--- config.mk ---
export PLATFORM = sky130hd
export DESIGN_NAME = dot_vector_packer
export DESIGN_NICKNAME = d
export VERILOG_FILES = /design/src/rtl/dot_vector_packer.sv
export SDC_FILE = /design/constraint.sdc
export NUM_CORES = 1
export LEC_CHECK = 0
export ABC_AREA = 1
export CAP_MARGIN = 20
export CORE_ASPECT_RATIO = 1.1
export CORE_MARGIN = 2
export CORE_UTILIZATION = 30
export CTS_BUF_LIST = sky130_fd_sc_hd__clkbuf_16
export CTS_CLUSTER_SIZE = 28
export DETAILED_ROUTE_END_ITERATION = 8
export GPL_TIMING_DRIVEN = 0
export HOLD_SLACK_MARGIN = 0.03
export SLEW_MARGIN = 20
export SYNTH_ARGS = -nofsm -noshare
export SYNTH_HDL_FRONTEND = slang
export SYNTH_SLANG_ARGS = --single-unit
export TNS_END_PERCENT = 5
--- constraint.sdc ---
create_clock -name clk -period 6.25 [get_ports clk]
set_input_delay 1.25 -clock clk [delete_from_list [all_inputs] [get_ports clk]]
set_output_delay 1.25 -clock clk [all_outputs]
set_load 0.1 [all_outputs]
--- src/rtl/dot_vector_packer.sv ---
// rtl/dot_vector_packer.sv - packs a stream of (a,b) element pairs into 4-lane vectors
//
// Optional feature macro: VEC_PAD_EN (in_last closes a vector early, upper lanes zero-filled).
//
// Ports:
//   clk        in   rising-edge clock
//   rst_n      in   asynchronous reset, active low
//   in_valid   in   input pair valid
//   in_ready   out  pair can be accepted this cycle
//   in_a       in   element of vector a (DATA_WIDTH)
//   in_b       in   element of vector b (DATA_WIDTH)
//   in_last    in   pair closes the vector early (VEC_PAD_EN only)
//   out_valid  out  packed vector valid
//   out_ready  in   consumer accepts vector
//   out_a      out  packed vector a, lane 0 in the low bits (4*DATA_WIDTH)
//   out_b      out  packed vector b, lane 0 in the low bits (4*DATA_WIDTH)
//   vec_count  out  vectors consumed since reset, wrapping (CNT_WIDTH)

module dot_vector_packer #(
   parameter int DATA_WIDTH = 32,
   parameter int CNT_WIDTH  = 16
) (
   input  logic                      clk,
   input  logic                      rst_n,
   input  logic                      in_valid,
   output logic                      in_ready,
   input  logic [DATA_WIDTH-1:0]     in_a,
   input  logic [DATA_WIDTH-1:0]     in_b,
   input  logic                      in_last,
   output logic                      out_valid,
   input  logic                      out_ready,
   output logic [4*DATA_WIDTH-1:0]   out_a,
   output logic [4*DATA_WIDTH-1:0]   out_b,
   output logic [CNT_WIDTH-1:0]      vec_count
);

   logic [1:0]            fill_cnt;
   logic [DATA_WIDTH-1:0] lane_a [0:2];
   logic [DATA_WIDTH-1:0] lane_b [0:2];

   logic                  accept;
   logic                  close;
   logic [4*DATA_WIDTH-1:0] next_a;
   logic [4*DATA_WIDTH-1:0] next_b;

   assign accept = in_valid & in_ready;

`ifdef VEC_PAD_EN
   // Every lane stalls while the output is blocked, because any pair may close a vector.
   assign in_ready = ~out_valid | out_ready;
   assign close    = accept & ((fill_cnt == 2'd3) | in_last);
`else
   // Only the closing lane needs the output register; lanes 0..2 keep filling under backpressure.
   assign in_ready = (fill_cnt != 2'd3) | ~out_valid | out_ready;
   assign close    = accept & (fill_cnt == 2'd3);
   logic unused_last;
   assign unused_last = in_last;
`endif

   // Closing vector: stored lanes below fill_cnt, the incoming pair at fill_cnt, zeros above.
   always_comb begin
      next_a = '0;
      next_b = '0;
      for (int i = 0; i < 3; i++) begin
         if (2'(i) < fill_cnt) begin
            next_a[i*DATA_WIDTH +: DATA_WIDTH] = lane_a[i];
            next_b[i*DATA_WIDTH +: DATA_WIDTH] = lane_b[i];
         end
      end
      next_a[int'(fill_cnt)*DATA_WIDTH +: DATA_WIDTH] = in_a;
      next_b[int'(fill_cnt)*DATA_WIDTH +: DATA_WIDTH] = in_b;
   end

   always_ff @(posedge clk or negedge rst_n) begin
      if (!rst_n) begin
         fill_cnt  <= 2'd0;
         out_valid <= 1'b0;
         out_a     <= '0;
         out_b     <= '0;
         vec_count <= '0;
         for (int i = 0; i < 3; i++) begin
            lane_a[i] <= '0;
            lane_b[i] <= '0;
         end
      end else begin
         if (accept && !close) begin
            for (int i = 0; i < 3; i++) begin
               if (fill_cnt == 2'(i)) begin
                  lane_a[i] <= in_a;
                  lane_b[i] <= in_b;
               end
            end
            fill_cnt <= fill_cnt + 2'd1;
         end

         // A closing pair reloads the output in the same cycle it is consumed, so no bubble.
         if (close) begin
            out_a     <= next_a;
            out_b     <= next_b;
            out_valid <= 1'b1;
            fill_cnt  <= 2'd0;
         end else if (out_ready) begin
            out_valid <= 1'b0;
         end

         if (out_valid && out_ready) begin
            vec_count <= vec_count + 1'b1;
         end
      end
   end

endmodule

==> results of run 1 <==
-- sequential cells by signal (all words and copies together) (netlist names) --
register / cells
out_valid: 1
lane_a: 96
fill_cnt: 2
lane_b: 96
out_b: 128
vec_count: 16
out_a: 128
-- cell families (layout without fill, tap and decap cells) --
logic type,count (synthesis),after routing,synth area share
adders and majority gates,9,9,0.00545
and+or+nand+nor,1011,1011,0.206
xor gates and xnor gates,10,10,0.00424
DFF,467,467,0.565
buffers and inverters,274,717,0.0607
AOI/OAI and AO/OA,516,516,0.159
-- cell usage in the layout, fill, tap and decap left out, drive strengths merged, types with 64 or more instances in the layout --
cell type | Yosys | final
nand2 | 744 | 744
dfrtp | 467 | 467
o21ai | 365 | 365
clkdlybuf4s50 | 0 | 340
nand3 | 177 | 177
buf | 118 | 124
clkbuf | 63 | 118
inv | 93 | 99
nand4 | 69 | 69
a21oi | 65 | 65
a2bb2oi | 64 | 64
-- critical path, cell delays in order --
cell             delay [ns]
clkdlybuf4s50_1        0.48
inv_1                  0.04
nand2_1                0.22
inv_1                  0.10
nand2_1                0.18
clkdlybuf4s50_1        1.17
-- routing by layer --
layer / wire (um) / vias up / GRT usage
met5: 51 / - / 0
met4: 2520 / 8 / 0.0689
met3: 6300 / 133 / 0.0590
met2: 38000 / 670 / 0.366
met1: 34100 / 8949 / 0.292
li1: - / 8447 / -
-- per-stage QoR --
step           hold WS, ns  setup slack (ns)
2_1_floorplan        0.453              2.92
5_1_grt              0.492              1.50
3_3_place_gp         0.462            -17.92
4_1_cts              0.481              1.57
3_5_place_dp         0.464              1.58
6_report             0.475              1.55
-- worst min-delay path by stage --
stage / startpoint / endpoint / depth (start not counted)
global route: out_b[49]$_DFFE_PN0P_ / out_b[49]$_DFFE_PN0P_ / 2
floorplan: lane_a[11]$_DFFE_PN0P_ / lane_a[11]$_DFFE_PN0P_ / 2
global placement: out_b[10]$_DFFE_PN0P_ / out_b[10]$_DFFE_PN0P_ / 2
CTS: out_b[56]$_DFFE_PN0P_ / out_b[56]$_DFFE_PN0P_ / 2
detailed placement: out_b[56]$_DFFE_PN0P_ / out_b[56]$_DFFE_PN0P_ / 2
finish: out_b[27]$_DFFE_PN0P_ / out_b[27]$_DFFE_PN0P_ / 2
-- cell type report --
| cell class | count | area (um2) |
|---|---|---|
| inverters | 93 | 349 |
| repair buffers | 346 | 3560 |
| flip-flops and latches | 467 | 11700 |
| clock buffers | 55 | 1380 |
| well taps | 918 | 1150 |
| fillers | 6867 | 40700 |
| clock inverters | 42 | 493 |
| plain buffers | 181 | 905 |
| multi-input cells | 1546 | 7730 |
==> results_dict.tcl, run 1 <==
set metrics [dict create \
    status "completed" \
    final_cell_count_no_fill 3648 \
    drc 0 \
    syn_to_final_growth_pct 31.8 \
    synth-edff-count 0 \
    critPathCaptureType "primary output" \
    drv_slew 0 \
    rsz0062_at_grt "no" \
    cp.required_ns 5.00 \
    fin_tns_setup_ns 0 \
    grt_max_degree 92 \
    synth_warnings 0 \
    crit_start "out_ready" \
    drv_cap 0 \
    max_clock_freq_mhz 213 \
    period_needed_ns 4.70 \
    synthTopCellsByArea "dfrtp_1 (57%), nand2_1 (13%), o21ai_0 (5.2%)" \
    setup_viol 0 \
    synth.distinct_cells 30 \
    final_area_um2 27200 \
    first_pass_iters 5 \
    num_rows 100 \
    cts_hold_buf 0 \
    synthCells 2287 \
    cts.sinks 467 \
    fin_worst_skew_ns 0.0183 \
    ioPinCount 343 \
    worstMarginPinSlew_ns 1.17 \
    antenna_left 0 \
    report.final.hold_viol_count 0 \
    dp_hpwl_um 58800 \
    dpl_cell_area_um2 25400 \
    postCtsSetupBuffers 0 \
    ys_ff_latch 467 \
    syn_avg_cell_area_um2 9.04 \
    grt_pass1_wl_um 119000 \
    clock-root-buffer "clkbuf_16" \
    drive_gt1_frac 0.107 \
    endpoint "in_ready" \
    cp.arrival_ns 3.45 \
    syn_area_um2 20700 \
    start_util 0.304 \
    r2r_start "fill_cnt[1]$_DFFE_PN0P_" \
    async_reset_ff_frac 1.00 \
    fin_util 0.401 \
    drtIter0Drc 1472 \
    antenna_found_initial 5 \
    die_y_um 279 \
    hold_class "register to register" \
    reg2reg_depth 12 \
    cts_buffer_depth 3 \
    crit_type "input port to primary output" \
    worst_skew_pair.late_latency_ns 0.61 \
    clk_pin_slew_worst_paths_ns 0.06 \
    yosysTopAreaCellShare 0.565 \
    layout.nets 2766 \
    wl_per_cell_um 22.2 \
    gr-total-overflow 0 \
    yosysSeqAreaShare 0.565 \
    worst_setup_path_start_kind "input port" \
    track_usage 0.225 \
    path_max_fanout 3 \
    relSlewSlack 0.219 \
    synth_nets 2365 \
    h-tree-depth 2 \
    vias_per_cell 4.99 \
    cts_resized 0 \
    core-area_um2 67900 \
    die_x_um 254 \
    num_vias 18200 \
    dpl.cell_count 3551 \
    gp_congestion 0.875 \
    io_buffers 341 \
    antenna-diode-count 0 \
    dieArea_um2 71000 \
    rrSetupSlack_ns 2.87 \
    grt_pass1_vias 18100 \
    r2r-end "out_b[61]$_DFFE_PN0P_" \
    synth.most_common_cell "nand2_1" \
    netlist_top_cells_count "nand2_1 (743), dfrtp_1 (467), o21ai_0 (216), nand3_1 (176), o21ai_1 (149)" \
    ys.flop_type "dfrtp_1" \
    cts_tree "yes" \
    min_period_over_period 0.752 \
    cts_buffers 53 \
    synth_top_area_cell "dfrtp_1" \
    drt_wl_total_um 81000 \
]
Power of run 1 is not shown: default switching activity piles up to over one toggle a cycle in this logic, so the estimate is an artifact.
==> inputs of run 2 (changes only) <==
==> constraint.sdc (replaced) <==
create_clock -name clk -period 4.1 [get_ports clk]
set_input_delay 0.82 -clock clk [delete_from_list [all_inputs] [get_ports clk]]
set_output_delay 0.82 -clock clk [all_outputs]
set_load 0.1 [all_outputs]
==> results of run 2 <==
Same layout as run 1 (identical final DEF). Status: completed.
Main changes from that run: setup slack after placement 1.58 ns -> 0.293 ns; setup slack after layout 1.55 ns -> 0.261 ns; hold slack 0.475 ns -> 0.114 ns; register-to-register setup slack 2.87 ns -> 0.72 ns
Power of run 2 is left out for the same reason.
==> inputs of run 3 (changes only) <==
--- a/config.mk
+++ b/config.mk
@@ -6,7 +6,7 @@
 export NUM_CORES = 1
 export LEC_CHECK = 0
 export ABC_AREA = 1
-export CAP_MARGIN = 20
+export CAP_MARGIN = 25
 export CORE_ASPECT_RATIO = 1.1
 export CORE_MARGIN = 2
 export CORE_UTILIZATION = 30
==> run 3 against run 2 <==
Global-route usage about the same. Worst hold slack better by 0.010 ns. Critical endpoint unchanged. Critical path type unchanged. Clock skew up 0.0019 ns. Cell area up 0.38%.
==> results_dict.tcl, run 3 (synthesis results as in run 1) <==
set metrics [dict create \
    status "completed" \
    clock-root-buffer "clkbuf_16" \
    timing.hold.ws_ns 0.124 \
    worst_skew_pair.late_latency_ns 0.61 \
    cts_hold_buf 0 \
    gp_congestion 0.875 \
    setup_viol 0 \
    worst_setup_path_start_kind "input port" \
    drtIter0Drc 1798 \
    layout_commonest_cell "nand2_1" \
    h-tree-depth 2 \
    worstMarginPinSlew_ns 1.12 \
    drive_gt1_frac 0.107 \
    max_clock_freq_mhz 263 \
    antenna_left 0 \
    rrSetupSlack_ns 0.75 \
    grt_max_degree 92 \
    grt_pass1_vias 18100 \
    antenna-diode-count 0 \
    cp.arrival_ns 2.98 \
    grt.met3_usage 0.0527 \
    top_regs "out_a x128, out_b x128" \
    min_period_over_period 0.928 \
    fin_worst_skew_ns 0.0202 \
    drc 0 \
    report.final.hold_viol_count 0 \
    cts.sinks 467 \
    relSlewSlack 0.254 \
    cts_resized 0 \
    drt_wl_total_um 81100 \
    final_cell_mix "nand2_1 (743), dfrtp_1 (467), clkdlybuf4s50_1 (340), o21ai_0 (216), nand3_1 (176)" \
    gr-total-overflow 0 \
    slowest_delay_ns 1.17 \
    final_cell_count_no_fill 3653 \
    r2r_start "fill_cnt[1]$_DFFE_PN0P_" \
    drv_slew 0 \
    grt_busiest_layer "met2" \
    clk_pin_slew_worst_paths_ns 0.06 \
    first_pass_iters 5 \
    drv_cap 0 \
    slowest_stage "clkdlybuf4s50_1" \
    die_y_um 279 \
    wl_per_cell_um 22.2 \
    ioPinCount 343 \
    dpl.cell_count 3557 \
    hold_class "input port to asynchronous set/reset pin" \
    start_util 0.304 \
    cp.required_ns 3.28 \
    grt_pass1_wl_um 119000 \
    dp_hpwl_um 58900 \
    postCtsSetupBuffers 0 \
    path_max_fanout 3 \
    grt_use_met2 0.365 \
    core-area_um2 67900 \
    antenna_found_initial 4 \
    cts_buffers 52 \
    crit_type "input port to primary output" \
    track_usage 0.225 \
    syn_to_final_growth_pct 32.3 \
    critPathCaptureType "primary output" \
    path_cells "clkdlybuf4s50_1 > inv_1 > nand2_1 > inv_1 > nand2_1 > clkdlybuf4s50_1" \
    layout.nets 2775 \
    period_needed_ns 3.80 \
    cts_buffer_depth 3 \
    dieArea_um2 71000 \
    reg2reg_depth 12 \
    cts_tree "yes" \
    num_rows 100 \
    vias_per_cell 4.97 \
    rsz0062_at_grt "no" \
    die_x_um 254 \
    global_route.usage.met1 0.295 \
    num_vias 18200 \
    r2r-end "out_b[61]$_DFFE_PN0P_" \
    io_buffers 341 \
]
-- run 3: cell type report --
type                       instances  area (um2)
timing repair buffer             356        3820
sequential                       467       11700
tap                              918        1150
clock inverter                    39         384
fill                            6835       40600
clock buffer                      53        1330
multi-input combinational       1546        7730
inverter                          93         349
buffer                           181         905
-- run 3: per-stage QoR --
stage	instance area, um2	TNS [ns]	utilization	setup WS, ns
floorplan	20700	0	-	1.51
global placement	25200	-9135.86	0.371	-19.64
detailed placement	25500	0	0.376	0.301
CTS	27200	0	0.401	0.290
global route	27300	0	0.403	0.180
finish	27300	0	0.403	0.297
-- run 3: layer usage --
metal / vias to the layer above / wire, um
li1: 8460 / -
met1: 8911 / 34500
met2: 661 / 38000
met3: 128 / 6020
met4: 6 / 2640
met5: - / 38
-- run 3: how the worst max path moves through the flow --
stage / from / to / cells after the start
after floorplan: out_valid$_DFFE_PN0P_ / in_ready / 3
after global placement: rst_n / out_a[3]$_DFFE_PN0P_ / 1
after detailed placement: out_ready / in_ready / 6
after CTS: out_ready / in_ready / 6
after global routing: out_ready / in_ready / 6
final: out_ready / in_ready / 6
-- run 3: worst max-delay path, delay by kind of cell --
family	cells	cell delay, ns
simple gates	2	0.37
buf+inv	4	1.78
Power of run 3 is left out for the same reason.
